==> config.mk <==
export PLATFORM = sky130hd
export DESIGN_NAME = multicycle_control
export DESIGN_NICKNAME = d
export VERILOG_FILES = /design/src/rtl/mc_pkg.sv /design/src/rtl/mc_out_decode.sv /design/src/rtl/multicycle_control.sv
export SDC_FILE = /design/constraint.sdc
export NUM_CORES = 1
export LEC_CHECK = 0
export CELL_PAD_IN_SITES_DETAIL_PLACEMENT = 0
export CELL_PAD_IN_SITES_GLOBAL_PLACEMENT = 1
export CORE_MARGIN = 2
export CORE_UTILIZATION = 33
export CTS_BUF_LIST = sky130_fd_sc_hd__clkbuf_4 sky130_fd_sc_hd__clkbuf_8 sky130_fd_sc_hd__clkbuf_16
export CTS_CLUSTER_DIAMETER = 120
export CTS_CLUSTER_SIZE = 8
export DETAILED_ROUTE_END_ITERATION = 10
export PLACE_DENSITY = 0.8
export SYNTH_ARGS = -nofsm -noshare
export SYNTH_HDL_FRONTEND = slang
export SYNTH_SLANG_ARGS = --single-unit
export TNS_END_PERCENT = 10
==> constraint.sdc <==
create_clock -name clk -period 5.59 [get_ports clk]
set_input_delay 1.118 -clock clk [delete_from_list [all_inputs] [get_ports clk]]
set_output_delay 1.118 -clock clk [all_outputs]
set_load 0.005 [all_outputs]
==> src/rtl/mc_pkg.sv <==
// Shared types and constants for the multi-cycle MIPS-subset sequencer.
// Build option: MC_ILLEGAL_TRAP_EN adds the HALT trap state for unknown opcodes.
package mc_pkg;

    typedef enum logic [2:0] {
        ST_FETCH  = 3'd0,
        ST_DECODE = 3'd1,
        ST_EXEC   = 3'd2,
        ST_MEM    = 3'd3,
        ST_WB     = 3'd4
`ifdef MC_ILLEGAL_TRAP_EN
        ,
        ST_HALT   = 3'd5
`endif
    } state_t;

    localparam logic [5:0] OP_RTYPE = 6'b000000;
    localparam logic [5:0] OP_LW    = 6'b010001;
    localparam logic [5:0] OP_SW    = 6'b010000;
    localparam logic [5:0] OP_SUBIU = 6'b001101;
    localparam logic [5:0] OP_SLTI  = 6'b101010;

    localparam logic [1:0] ALUOP_ADDU  = 2'b00;
    localparam logic [1:0] ALUOP_SUBU  = 2'b01;
    localparam logic [1:0] ALUOP_RTYPE = 2'b10;
    localparam logic [1:0] ALUOP_SLTI  = 2'b11;

    // Datapath control bundle produced by the output decoder
    typedef struct packed {
        logic       pc_w;
        logic       ir_w;
        logic       i_r;
        logic       reg_dst;
        logic       reg_w;
        logic [1:0] alu_op;
        logic       alu_src;
        logic       mem_r;
        logic       mem_w;
        logic       mem_to_reg;
        logic       done;
        logic       illegal;
    } ctl_t;

    function automatic logic op_known(input logic [5:0] op);
        return (op == OP_RTYPE) || (op == OP_LW) || (op == OP_SW) ||
               (op == OP_SUBIU) || (op == OP_SLTI);
    endfunction

    function automatic logic op_is_mem(input logic [5:0] op);
        return (op == OP_LW) || (op == OP_SW);
    endfunction

    // ALU setting an instruction class uses in EXEC and WB
    function automatic logic [1:0] alu_op_for(input logic [5:0] op);
        logic [1:0] r;
        case (op)
            OP_RTYPE: r = ALUOP_RTYPE;
            OP_SUBIU: r = ALUOP_SUBU;
            OP_SLTI:  r = ALUOP_SLTI;
            default:  r = ALUOP_ADDU;
        endcase
        return r;
    endfunction

endpackage

==> src/rtl/mc_out_decode.sv <==
// Combinational map from (state, latched opcode, ready strobes) to datapath controls.
// Build option: MC_ILLEGAL_TRAP_EN enables the Illegal flag in HALT.
module mc_out_decode
    import mc_pkg::*;
(
    input  state_t     state_i,
    input  logic [5:0] op_i,
    input  logic       i_ready_i,
    input  logic       d_ready_i,
    output ctl_t       ctl_o
);

    // Per-state control decode; everything not named for a state stays 0
    always_comb begin
        ctl_o = '0;
        case (state_i)
            ST_FETCH: begin
                ctl_o.i_r  = 1'b1;
                ctl_o.pc_w = i_ready_i;
                ctl_o.ir_w = i_ready_i;
            end
            ST_DECODE: begin
                ctl_o = '0;
            end
            ST_EXEC: begin
                ctl_o.alu_op  = alu_op_for(op_i);
                ctl_o.alu_src = (op_i != OP_RTYPE);
            end
            ST_MEM: begin
                ctl_o.alu_op  = ALUOP_ADDU;
                ctl_o.alu_src = 1'b1;
                ctl_o.mem_r   = (op_i == OP_LW);
                ctl_o.mem_w   = (op_i == OP_SW);
                // A store retires in the cycle its data access completes
                ctl_o.done    = (op_i == OP_SW) && d_ready_i;
            end
            ST_WB: begin
                ctl_o.reg_w      = 1'b1;
                ctl_o.done       = 1'b1;
                ctl_o.alu_op     = alu_op_for(op_i);
                ctl_o.alu_src    = (op_i != OP_RTYPE);
                ctl_o.reg_dst    = (op_i == OP_RTYPE);
                ctl_o.mem_to_reg = (op_i == OP_LW);
            end
`ifdef MC_ILLEGAL_TRAP_EN
            ST_HALT: begin
                ctl_o.illegal = 1'b1;
            end
`endif
            default: begin
                ctl_o = '0;
            end
        endcase
    end

endmodule

==> src/rtl/multicycle_control.sv <==
// Multi-cycle sequencer: FETCH/DECODE/EXEC/MEM/WB with memory-ready handshakes,
// opcode latch and retired-instruction counter.
// Build option: MC_ILLEGAL_TRAP_EN traps unknown opcodes in HALT; otherwise they are NOPs.
module multicycle_control
    import mc_pkg::*;
#(
    parameter int unsigned CNT_W = 16
) (
    input  logic             clk,
    input  logic             rst,
    input  logic [5:0]       Opcode,
    input  logic             I_ready,
    input  logic             D_ready,
    output logic             PC_w,
    output logic             IR_w,
    output logic             I_r,
    output logic             Reg_dst,
    output logic             Reg_w,
    output logic [1:0]       ALU_op,
    output logic             ALU_src,
    output logic             Mem_r,
    output logic             Mem_w,
    output logic             Mem_to_reg,
    output logic             Done,
    output logic [CNT_W-1:0] Instr_cnt,
    output logic             Illegal
);

    state_t           state_q, state_d;
    logic [5:0]       op_q;
    logic [CNT_W-1:0] cnt_q, cnt_d;
    ctl_t             ctl;

    // State register with synchronous reset priority over every transition
    always_ff @(posedge clk) begin
        if (rst) state_q <= ST_FETCH;
        else     state_q <= state_d;
    end

    // Opcode latch (DECODE only) and retired-instruction counter
    always_ff @(posedge clk) begin
        if (rst) begin
            op_q  <= '0;
            cnt_q <= '0;
        end else begin
            if (state_q == ST_DECODE) op_q <= Opcode;
            cnt_q <= cnt_d;
        end
    end

    // Next-state logic; DECODE branches on the live opcode because op_q updates on the same edge
    always_comb begin
        state_d = state_q;
        case (state_q)
            ST_FETCH:  if (I_ready) state_d = ST_DECODE;
            ST_DECODE: begin
                if (op_known(Opcode)) state_d = ST_EXEC;
`ifdef MC_ILLEGAL_TRAP_EN
                else                  state_d = ST_HALT;
`else
                else                  state_d = ST_FETCH;
`endif
            end
            ST_EXEC:   state_d = op_is_mem(op_q) ? ST_MEM : ST_WB;
            ST_MEM: begin
                if (D_ready) state_d = (op_q == OP_LW) ? ST_WB : ST_FETCH;
            end
            ST_WB:     state_d = ST_FETCH;
`ifdef MC_ILLEGAL_TRAP_EN
            ST_HALT:   state_d = ST_HALT;
`endif
            default:   state_d = ST_FETCH;
        endcase
    end

    mc_out_decode u_out_decode (
        .state_i   (state_q),
        .op_i      (op_q),
        .i_ready_i (I_ready),
        .d_ready_i (D_ready),
        .ctl_o     (ctl)
    );

    // Output drive and counter advance on each retirement (wraps naturally)
    always_comb begin
        PC_w       = ctl.pc_w;
        IR_w       = ctl.ir_w;
        I_r        = ctl.i_r;
        Reg_dst    = ctl.reg_dst;
        Reg_w      = ctl.reg_w;
        ALU_op     = ctl.alu_op;
        ALU_src    = ctl.alu_src;
        Mem_r      = ctl.mem_r;
        Mem_w      = ctl.mem_w;
        Mem_to_reg = ctl.mem_to_reg;
        Done       = ctl.done;
        Illegal    = ctl.illegal;
        Instr_cnt  = cnt_q;
        cnt_d      = cnt_q + CNT_W'(ctl.done);
    end

endmodule

==> results of run 1 <==
## state kept, by name, indices dropped and copies added, names as in the netlist
name,cells
Instr_cnt,16
op_q,6
state_q,3
## cell type report
type                            count  area share (%)
Clock buffer                        3           2.437
Clock inverter                      1          0.2954
Inverter                            4          0.8863
Multi-Input combinational cell    113           41.43
Sequential cell                    25           29.54
Tap cell                           48           3.545
Timing Repair Buffer               37           21.86
## critical path: cells and delay by family
kind	cells	cell delay, ps
buf+inv	3	1110
compound gates	1	390
## cells by family after synthesis
kind of cell / after synthesis
simple gates: 76
flops: 25
compound gates: 17
xor+xnor: 12
buf+inv: 12
mux: 5
fa+ha+maj: 2
other cells: 1
## per-layer routing
metal	vias up	share of wire (%)	track usage, %	wire (µm)
met5	-	0	0	0
met1	546	47	17.28	1317
met2	25	48	23.48	1330
met4	0	1.3	5.469	37
met3	4	4.1	3.066	115
li1	587	-	-	-
## per-stage QoR
| step | setup slack (ps) | hold slack, ps | util (%) | instances |
|---|---|---|---|---|
| global placement | 1889 | 457.8 | 45.01 | 227 |
| floorplan | 2750 | 468.2 | - | 150 |
| finish | 1842 | 491.0 | 46.27 | 231 |
| global route | 1785 | 521.4 | 46.27 | 231 |
| CTS | 1862 | 494.3 | 46.27 | 231 |
| detailed placement | 1864 | 482.4 | 45.01 | 227 |
## cell usage in the layout (no fill, tap or decap), types with 2 or more instances in the layout
cell type,synthesis,layout
nor2_1,24,24
or4_1,2,2
or3_1,3,3
nand3_1,7,7
nor3b_1,3,3
nor3_1,6,6
nand4_1,3,3
and4_1,3,3
mux2i_1,5,5
clkdlybuf4s50_1,0,37
and3_1,2,2
o31ai_1,2,2
ha_1,2,2
nand2b_1,2,2
inv_1,4,4
nor2b_1,3,3
xor2_1,8,8
clkbuf_8,0,3
dfxtp_1,25,25
xnor2_1,4,4
nand2_1,10,10
a21oi_1,8,8
o21ai_0,2,2
## worst paths after layout
kind / from / end / cells after the start
setup / recovery: D_ready / Done / 4
hold / removal: Instr_cnt[15] / Instr_cnt[15] / 2
setup reg to reg: op_q[5] / Instr_cnt[15] / 9
hold reg to reg: Instr_cnt[15] / Instr_cnt[15] / 2
## power groups by stage
stage / combinational, mW / sequential (mW) / clock, mW
after detailed placement: 0.0297 / 0.189 / 0
after CTS: 0.0298 / 0.184 / 0.109
after floorplan: 0.0181 / 0.187 / 0
after global placement: 0.0290 / 0.188 / 0
after global routing: 0.0328 / 0.185 / 0.117
final: 0.0296 / 0.184 / 0.105
==> impl_metrics.env, run 1 <==
export IMPL_final_net_count=196
export IMPL_wl_per_cell_um=12.12
export IMPL_wl_um=2800
export IMPL_yosys_top_cells_count="25 x dfxtp_1, 24 x nor2_1, 10 x nand2_1"
export IMPL_synth_top_family_by_area="simple AND/OR/NAND/NOR gates"
export IMPL_cap_violations=0
export IMPL_areaGrowthSynthToFinish_pct=34.06
export IMPL_p_int_uw=245.7
export IMPL_antenna_cells=0
export IMPL_dpl_hpwl_um=2091
export IMPL_dpl_instance_area_mm2=0.001648
export IMPL_synth_net_count=162
export IMPL_path_cells="clkdlybuf4s50_1, inv_1, o41ai_2, clkdlybuf4s50_1"
export IMPL_worstPathArrival_ps=2630
export IMPL_cp_end_kind="primary output"
export IMPL_grt_pass1_wl_um=4747
export IMPL_synth_area_leaders="dfxtp_1 40%, nor2_1 7.1%, xor2_1 5.5%"
export IMPL_die_area_mm2=0.004340
export IMPL_r2r_slack_ps=2520
export IMPL_synth_xor_area_share_pct=8.317
export IMPL_port_buffers=37
export IMPL_grt_max_degree=26
export IMPL_cts_root_buf="clkbuf_8"
export IMPL_cts_tree="done"
export IMPL_ys_types=39
export IMPL_clk_path_buf_depth=2
export IMPL_numCtsBuffers=3
export IMPL_synth_largest_area_cell="dfxtp_1"
export IMPL_grtUsageTotal_pct=13.98
export IMPL_rsz0062_at_grt="no"
export IMPL_cts_sinks=25
export IMPL_drtIter0Drc=41
export IMPL_drive_gt1_share_pct=5.464
export IMPL_synth_seq_cells=25
export IMPL_finalCritPeriodShare_pct=67.04
export IMPL_setup_worst_path_class="in -> out"
export IMPL_ios=39
export IMPL_netlist_area_mm2=0.001264
export IMPL_p_clk_share_pct=32.8
export IMPL_ctsHoldBuffers=0
export IMPL_timing_fmax_mhz=266.8
export IMPL_ys_warn_count=0
export IMPL_ctsHtreeMaxLevel=1
export IMPL_cts_setup_buffers=0
export IMPL_drc=0
export IMPL_routed_via_count=1162
export IMPL_period_minus_slack_ps=3748
export IMPL_status="finished, final reports clean"
export IMPL_p_per_area_mw_per_mm2=188.2
export IMPL_hold_path_class="reg -> reg"
export IMPL_regArea_um2=500.5
export IMPL_yosys_area_share_simple_pct=32.08
export IMPL_die_y_um=65.88
export IMPL_fillers=361
export IMPL_synth_compound_area_share_pct=8.911
export IMPL_rows=22
export IMPL_viasPerCell=5.030
export IMPL_cts_clk_slew_worst_paths_ps=90
export IMPL_globalplace_congestion=0.7836
export IMPL_worstSetupStartpointType="input port"
export IMPL_die_x_um=65.88
export IMPL_grt_overflow=0
export IMPL_final_setup_tns_ps=0
export IMPL_synth_edf_count=0
export IMPL_yosysMostFrequentCell="dfxtp_1"
export IMPL_worstPathMaxFanout=2
export IMPL_postSynth_asyncResetShare_pct=0
export IMPL_worstPathRequired_ps=4470
export IMPL_cpPeakStageDelay_ps=570
export IMPL_final_setup_viol_count=0
export IMPL_grt_pass1_vias=1069
export IMPL_seq_power_share_pct=57.9
export IMPL_tightest_slew_ps=1271
export IMPL_drtAntennaViolNets=0
export IMPL_slowest_stage="clkdlybuf4s50_1"
export IMPL_synth_adder_area_share_pct=1.980
export IMPL_maxSlewHeadroom_pct=15.09
export IMPL_first_pass_iters=4
export IMPL_syn_avg_cell_area_um2=8.425
export IMPL_initial_core_util_pct=34.52
export IMPL_cts_resized=0
export IMPL_yosysTopAreaCellShare_pct=39.60
export IMPL_hold_viol=0
export IMPL_ys_flop_type="dfxtp_1"
export IMPL_p_leak_nw=0.6048
export IMPL_p_switching_uw=73.07
export IMPL_cpMostUsedCell="clkdlybuf4s50_1"
export IMPL_total_power_uw=318.7
export IMPL_ir_worst_vdd_v=0.0001402
export IMPL_fin_skew_ps=6.266
export IMPL_core_area_mm2=0.003661
export IMPL_sw_frac_of_total_pct=22.92
export IMPL_combPwrFrac_pct=9.3
export IMPL_muxShareOfSynthArea_pct=3.960
export IMPL_multi_input_area_um2=701.9
export IMPL_final_area_mm2=0.001694
export IMPL_ys_seq_area_share_pct=39.60
export IMPL_antenna_found_initial=0
export IMPL_drv_slew=0
export IMPL_insertion_delay_ps=270
export IMPL_synth_cells=150
(Power assumes the default switching activity.)
==> inputs of run 2 (changes only) <==
--- a/config.mk
+++ b/config.mk
@@ -8,12 +8,12 @@
 export CELL_PAD_IN_SITES_DETAIL_PLACEMENT = 0
 export CELL_PAD_IN_SITES_GLOBAL_PLACEMENT = 1
 export CORE_MARGIN = 2
-export CORE_UTILIZATION = 33
+export CORE_UTILIZATION = 30
 export CTS_BUF_LIST = sky130_fd_sc_hd__clkbuf_4 sky130_fd_sc_hd__clkbuf_8 sky130_fd_sc_hd__clkbuf_16
 export CTS_CLUSTER_DIAMETER = 120
 export CTS_CLUSTER_SIZE = 8
 export DETAILED_ROUTE_END_ITERATION = 10
-export PLACE_DENSITY = 0.8
+export PLACE_DENSITY = 0.77
 export SYNTH_ARGS = -nofsm -noshare
 export SYNTH_HDL_FRONTEND = slang
 export SYNTH_SLANG_ARGS = --single-unit
==> constraint.sdc (replaced) <==
create_clock -name clk -period 3.2 [get_ports clk]
set_input_delay 0.64 -clock clk [delete_from_list [all_inputs] [get_ports clk]]
set_output_delay 0.64 -clock clk [all_outputs]
set_load 0.005 [all_outputs]
==> impl_metrics.env, run 2 (same netlist as run 1, synthesis figures left out) <==
export IMPL_dp_slack_ps=239.5
export IMPL_final_common_cell="clkdlybuf4s50_1"
export IMPL_fin_ws_ps=251.0
export IMPL_tightest_slew_ps=973.4
export IMPL_drive_gt1_share_pct=5.978
export IMPL_path_cells="or3_1, nor3b_4, nand2_1, o41ai_4, ha_1, nand2_1, or2_1, or4_1, a21oi_1"
export IMPL_cts_sinks=25
export IMPL_rows=23
export IMPL_globalplace_congestion=0.7807
export IMPL_dr_wl_met2_um=1513
export IMPL_worstPathArrival_ps=3130
export IMPL_areaGrowthSynthToFinish_pct=36.63
export IMPL_die_y_um=68.90
export IMPL_wl_met1_um=1429
export IMPL_port_buffers=37
export IMPL_wl_per_cell_um=13.46
export IMPL_routed_via_count=1170
export IMPL_p_per_area_mw_per_mm2=326.6
export IMPL_fillers=430
export IMPL_fin_util_pct=42.86
export IMPL_worstSetupStartpointType="flip-flop"
export IMPL_grtUsageTotal_pct=14.40
export IMPL_antenna_found_initial=0
export IMPL_cts_root_buf="clkbuf_8"
export IMPL_cp_end_kind="flip-flop"
export IMPL_cts_tree="done"
export IMPL_met3_length_um=171
export IMPL_fin_skew_ps=2.182
export IMPL_die_area_mm2=0.004747
export IMPL_grt_max_degree=26
export IMPL_period_minus_slack_ps=2949
export IMPL_worstPathMaxFanout=7
export IMPL_holdWs_ps=496.5
export IMPL_most_common_layout_cells="36 x clkdlybuf4s50_1, 25 x dfxtp_1, 24 x nor2_1"
export IMPL_ios=39
export IMPL_setup_worst_path_class="reg -> reg"
export IMPL_slowest_stage="or4_1"
export IMPL_core_area_mm2=0.004029
export IMPL_grt_pass1_vias=1145
export IMPL_die_x_um=68.90
export IMPL_ctsHtreeMaxLevel=1
export IMPL_largest_reg_flops=16
export IMPL_cpPeakStageDelay_ps=480
export IMPL_maxSlewHeadroom_pct=34.90
export IMPL_drtAntennaViolNets=0
export IMPL_first_pass_iters=4
export IMPL_viasPerCell=5.000
export IMPL_antenna_cells=0
export IMPL_grt_pass1_wl_um=5175
export IMPL_dpl_hpwl_um=2322
export IMPL_finalCritPeriodShare_pct=92.16
export IMPL_clk_path_buf_depth=2
export IMPL_rsz0062_at_grt="no"
export IMPL_cap_violations=0
export IMPL_status="finished, final reports clean"
export IMPL_drtIter0Drc=75
export IMPL_cpMostUsedCell="nand2_1"
export IMPL_drv_slew=0
export IMPL_hold_path_class="reg -> reg"
export IMPL_final_setup_tns_ps=0
export IMPL_final_setup_viol_count=0
export IMPL_drc=0
export IMPL_wl_um=3150
export IMPL_insertion_delay_ps=270
export IMPL_ir_worst_vdd_v=0.0001508
export IMPL_grt_overflow=0
export IMPL_worstPathRequired_ps=3390
export IMPL_timing_fmax_mhz=339.1
export IMPL_hold_viol=0
export IMPL_final_net_count=197
export IMPL_initial_core_util_pct=31.37
export IMPL_numCtsBuffers=3
export IMPL_cts_clk_slew_worst_paths_ps=80
export IMPL_top_layer_used="met4"
export IMPL_p_leak_nw=0.6379
run 2: cell types whose count changed in the layout (fill, tap and decap cells not counted):
cell / previous run / this run
buf_4: 0 / 1
clkdlybuf4s50_1: 37 / 36
clkinv_2: 1 / 0
clkinvlp_4: 0 / 1
dlymetal6s2s_1: 0 / 1
nor3b_2: 1 / 0
nor3b_4: 0 / 1
o41ai_2: 1 / 0
o41ai_4: 0 / 1
run 2: cell type report:
cell class	instances	area, µm²	share of cell area [%]
Clock buffer	3	41.29	2.391
Clock inverter	1	7.507	0.4348
Inverter	4	15.01	0.8696
Multi-Input combinational cell	113	719.4	41.67
Sequential cell	25	500.5	28.99
Tap cell	50	62.56	3.623
Timing Repair Buffer	38	380.4	22.03
run 2: final timing paths:
path / startpoint / end / slack, ps / depth (start not counted)
hold reg to reg: Instr_cnt[15] / Instr_cnt[15] / 500 / 2
hold / removal: Instr_cnt[15] / Instr_cnt[15] / 500 / 2
setup / recovery: op_q[5] / Instr_cnt[15] / 250 / 9
setup reg to reg: op_q[5] / Instr_cnt[15] / 250 / 9
run 2: routing by layer:
| layer | up-vias | global-route usage [%] |
|---|---|---|
| met2 | 30 | 25.60 |
| met3 | 4 | 3.084 |
| met1 | 550 | 17.26 |
| li1 | 586 | - |
| met4 | 0 | 4.412 |
| met5 | - | 0 |
run 2: critical path, delay by kind of cell (launching register included):
family | cells | cell delay, ps
adders and majority gates | 1 | 250
DFF | 1 | 360
AOI/OAI and AO/OA | 2 | 480
and+or+nand+nor | 6 | 1770
run 2: per-stage QoR:
stage | instance area [µm²] | total power [mW] | cells
3_3_place_gp | 1658 | 0.3808 | 230
4_1_cts | 1707 | 0.5706 | 234
3_5_place_dp | 1658 | 0.3820 | 230
6_report | 1727 | 0.5640 | 234
5_1_grt | 1727 | 0.5947 | 234
2_1_floorplan | 1264 | 0.3581 | 150
run 2: where the power goes:
group	leakage, nW	switching [mW]	internal [mW]	total [mW]
clock	0.0217	0.0989	0.0882	0.187
sequential	0.202	0.00711	0.315	0.323
combinational	0.414	0.0263	0.0280	0.0543
total	0.638	0.132	0.432	0.564
run 2: what timing repair did:
item	CTS	global route
hold buffers	0	0
resized for setup	0	3
setup endpoints to repair	0	2
setup buffers	0	0
hold endpoints to repair	0	0
==> inputs of run 3 (changes only) <==
--- a/config.mk
+++ b/config.mk
@@ -5,15 +5,16 @@
 export SDC_FILE = /design/constraint.sdc
 export NUM_CORES = 1
 export LEC_CHECK = 0
+export ABC_AREA = 1
 export CELL_PAD_IN_SITES_DETAIL_PLACEMENT = 0
 export CELL_PAD_IN_SITES_GLOBAL_PLACEMENT = 1
 export CORE_MARGIN = 2
-export CORE_UTILIZATION = 30
+export CORE_UTILIZATION = 29
 export CTS_BUF_LIST = sky130_fd_sc_hd__clkbuf_4 sky130_fd_sc_hd__clkbuf_8 sky130_fd_sc_hd__clkbuf_16
 export CTS_CLUSTER_DIAMETER = 120
 export CTS_CLUSTER_SIZE = 8
 export DETAILED_ROUTE_END_ITERATION = 10
-export PLACE_DENSITY = 0.77
+export PLACE_DENSITY = 0.76
 export SYNTH_ARGS = -nofsm -noshare
 export SYNTH_HDL_FRONTEND = slang
 export SYNTH_SLANG_ARGS = --single-unit
==> impl_metrics.env, run 3 <==
export IMPL_insertion_delay_ps=270
export IMPL_seq_power_share_pct=54.9
export IMPL_p_leak_nw=0.7040
export IMPL_die_y_um=72.96
export IMPL_cpMostUsedCell="nand2_1"
export IMPL_first_pass_iters=4
export IMPL_antenna_cells=0
export IMPL_yosysTopAreaCellShare_pct=36.30
export IMPL_gr_usage_met2_pct=18.28
export IMPL_combPwrFrac_pct=12.8
export IMPL_cts_tree="done"
export IMPL_grt_max_degree=17
export IMPL_synth_cells=208
export IMPL_globalplace_congestion=0.8108
export IMPL_ys_seq_area_share_pct=36.30
export IMPL_core_area_mm2=0.004661
export IMPL_final_setup_tns_ps=0
export IMPL_ys_warn_count=0
export IMPL_grt_pass1_vias=1193
export IMPL_hold_path_class="reg -> reg"
export IMPL_synth_edf_count=0
export IMPL_cpPeakStageDelay_ps=500
export IMPL_path_cells="inv_2, nor2_4, nand2_4, nor4_2, nand2_1, nand2_1, clkdlybuf4s50_1"
export IMPL_status="finished, final reports clean"
export IMPL_holdWs_ps=498.4
export IMPL_grt_overflow=0
export IMPL_ys_flop_type="dfxtp_1"
export IMPL_worstPathArrival_ps=1870
export IMPL_cap_violations=0
export IMPL_period_minus_slack_ps=2506
export IMPL_initial_core_util_pct=29.58
export IMPL_fin_skew_ps=9.655
export IMPL_finalCritPeriodShare_pct=78.31
export IMPL_cts_sinks=25
export IMPL_grtUsageTotal_pct=12.67
export IMPL_final_common_cell="nand2_1"
export IMPL_ios=39
export IMPL_ys_types=29
export IMPL_cts_setup_buffers=0
export IMPL_dpl_hpwl_um=2486
export IMPL_wl_um=3168
export IMPL_grtUsageMet3_pct=2.072
export IMPL_die_area_mm2=0.005322
export IMPL_netlist_area_mm2=0.001379
export IMPL_viasPerCell=4.505
export IMPL_routed_via_count=1347
export IMPL_fillers=478
export IMPL_numCtsBuffers=3
export IMPL_ctsHoldBuffers=0
export IMPL_final_net_count=258
export IMPL_worstPathMaxFanout=5
export IMPL_cts_resized=0
export IMPL_timing_fmax_mhz=399.0
export IMPL_p_int_uw=440.2
export IMPL_drv_slew=0
export IMPL_wl_per_cell_um=10.60
export IMPL_postSynth_asyncResetShare_pct=0
export IMPL_hold_viol=0
export IMPL_yosysMostFrequentCell="nand2_1"
export IMPL_drc=0
export IMPL_setup_worst_path_class="reg -> out"
export IMPL_p_per_area_mw_per_mm2=322.2
export IMPL_synth_largest_area_cell="dfxtp_1"
export IMPL_cp_end_kind="primary output"
export IMPL_ir_worst_vdd_v=0.0001412
export IMPL_most_common_layout_cells="39 x nand2_1, 37 x clkdlybuf4s50_1, 35 x nor2_1"
export IMPL_grt_pass1_wl_um=5423
export IMPL_cts_root_buf="clkbuf_8"
export IMPL_worstPathRequired_ps=2560
export IMPL_synth_net_count=220
export IMPL_cts_clk_slew_worst_paths_ps=100
export IMPL_rows=25
export IMPL_crit_family="simple AND/OR/NAND/NOR gates"
export IMPL_final_setup_viol_count=0
export IMPL_slowest_stage="clkdlybuf4s50_1"
export IMPL_die_x_um=72.96
export IMPL_cp_num_buf_inv=2
export IMPL_port_buffers=37
export IMPL_largest_reg_flops=16
export IMPL_antenna_found_initial=0
export IMPL_worstSetupStartpointType="flip-flop"
export IMPL_sw_frac_of_total_pct=25.88
export IMPL_clk_path_buf_depth=2
export IMPL_synth_seq_cells=25
export IMPL_areaGrowthSynthToFinish_pct=33.67
export IMPL_drtIter0Drc=49
export IMPL_drtAntennaViolNets=0
export IMPL_ctsHtreeMaxLevel=1
export IMPL_yosys_top_cells_count="39 x nand2_1, 35 x nor2_1, 25 x dfxtp_1"
export IMPL_use_met1_pct=19.54
export IMPL_p_switching_uw=153.7
export IMPL_p_clk_share_pct=32.3
export IMPL_synth_area_leaders="dfxtp_1 36%, nand2_1 11%, nor2_1 9.5%"
export IMPL_syn_avg_cell_area_um2=6.629
export IMPL_grt_most_used_layer="met1"
export IMPL_drive_gt1_share_pct=11.43
export IMPL_rsz0062_at_grt="no"
## run 3: cell types whose count changed after synthesis, sizes merged, moves of 5 or more
cell,change
xor2,-7
nand3,+5
nand4,+5
inv,+25
nand2,+36
a21oi,+9
mux2i,-5
o21ai,+8
nor2,+16
## run 3: final timing paths
kind | from | endpoint | slack [ps] | cells past startpoint
min reg2reg | Instr_cnt[15] | Instr_cnt[15] | 500 | 2
min | Instr_cnt[15] | Instr_cnt[15] | 500 | 2
max | state_q[0] | Done | 690 | 7
max reg2reg | state_q[0] | Instr_cnt[10] | 920 | 16
## run 3: cells by family (layout without fill, tap and decap cells)
family | count (synthesis) | in the layout | synth area share [%]
AND/OR/NAND/NOR | 114 | 114 | 39.20
AO/OA/AOI/OAI | 29 | 29 | 10.80
other | 1 | 1 | 0.2720
adder cells (fa/ha/maj) | 2 | 2 | 1.815
buffers and inverters | 35 | 72 | 10.35
XOR/XNOR | 2 | 2 | 1.271
flip-flops | 25 | 25 | 36.30
## run 3: power by group through the flow
stage	sequential, mW	clock (mW)	combinational, mW
after floorplan	0.332	0	0.0473
after global placement	0.333	0	0.0768
after global routing	0.328	0.213	0.0868
final	0.326	0.192	0.0758
after detailed placement	0.333	0	0.0758
after CTS	0.326	0.199	0.0762
## run 3: area by class of cell
class                   instances  area (µm²)  share of cell area, %
flip-flops and latches         25       500.5                  27.16
clock buffers                   3       41.29                  2.240
multi-input cells             148       735.7                  39.92
inverters                      30       112.6                  6.110
repair buffers                 38       377.9                  20.50
well taps                      54       67.56                  3.666
clock inverters                 1       7.507                 0.4073
## run 3: stage by stage
step | instance area, µm² | instances | worst slack (ps) | power (mW) | util, %
after global routing | 1843 | 299 | 543.0 | 0.6277 | 39.54
after floorplan | 1379 | 208 | 1140 | 0.3791 | -
after CTS | 1843 | 299 | 670.7 | 0.6009 | 39.54
final | 1843 | 299 | 694.0 | 0.5939 | 39.54
after detailed placement | 1794 | 295 | 728.6 | 0.4091 | 38.50
after global placement | 1794 | 295 | 761.8 | 0.4101 | 38.50
## run 3: routing by layer
metal	up-vias	part of all wire (%)
met4	0	0.38
met3	2	4.8
li1	734	-
met1	577	56
met2	34	39
met5	-	0
## run 3: worst reg2reg max path, stage by stage, from the launching register on
cell	delay, ps
dfxtp_1	420
inv_2	60
nor2_4	160
nand2_4	90
nor4_2	200
nand2_1	80
nand2_1	90
ha_1	180
ha_1	170
nand2_1	90
nor2_2	170
nand2_2	100
nor2_4	150
nand3_1	90
nand2_1	70
inv_1	40
nor2_1	80
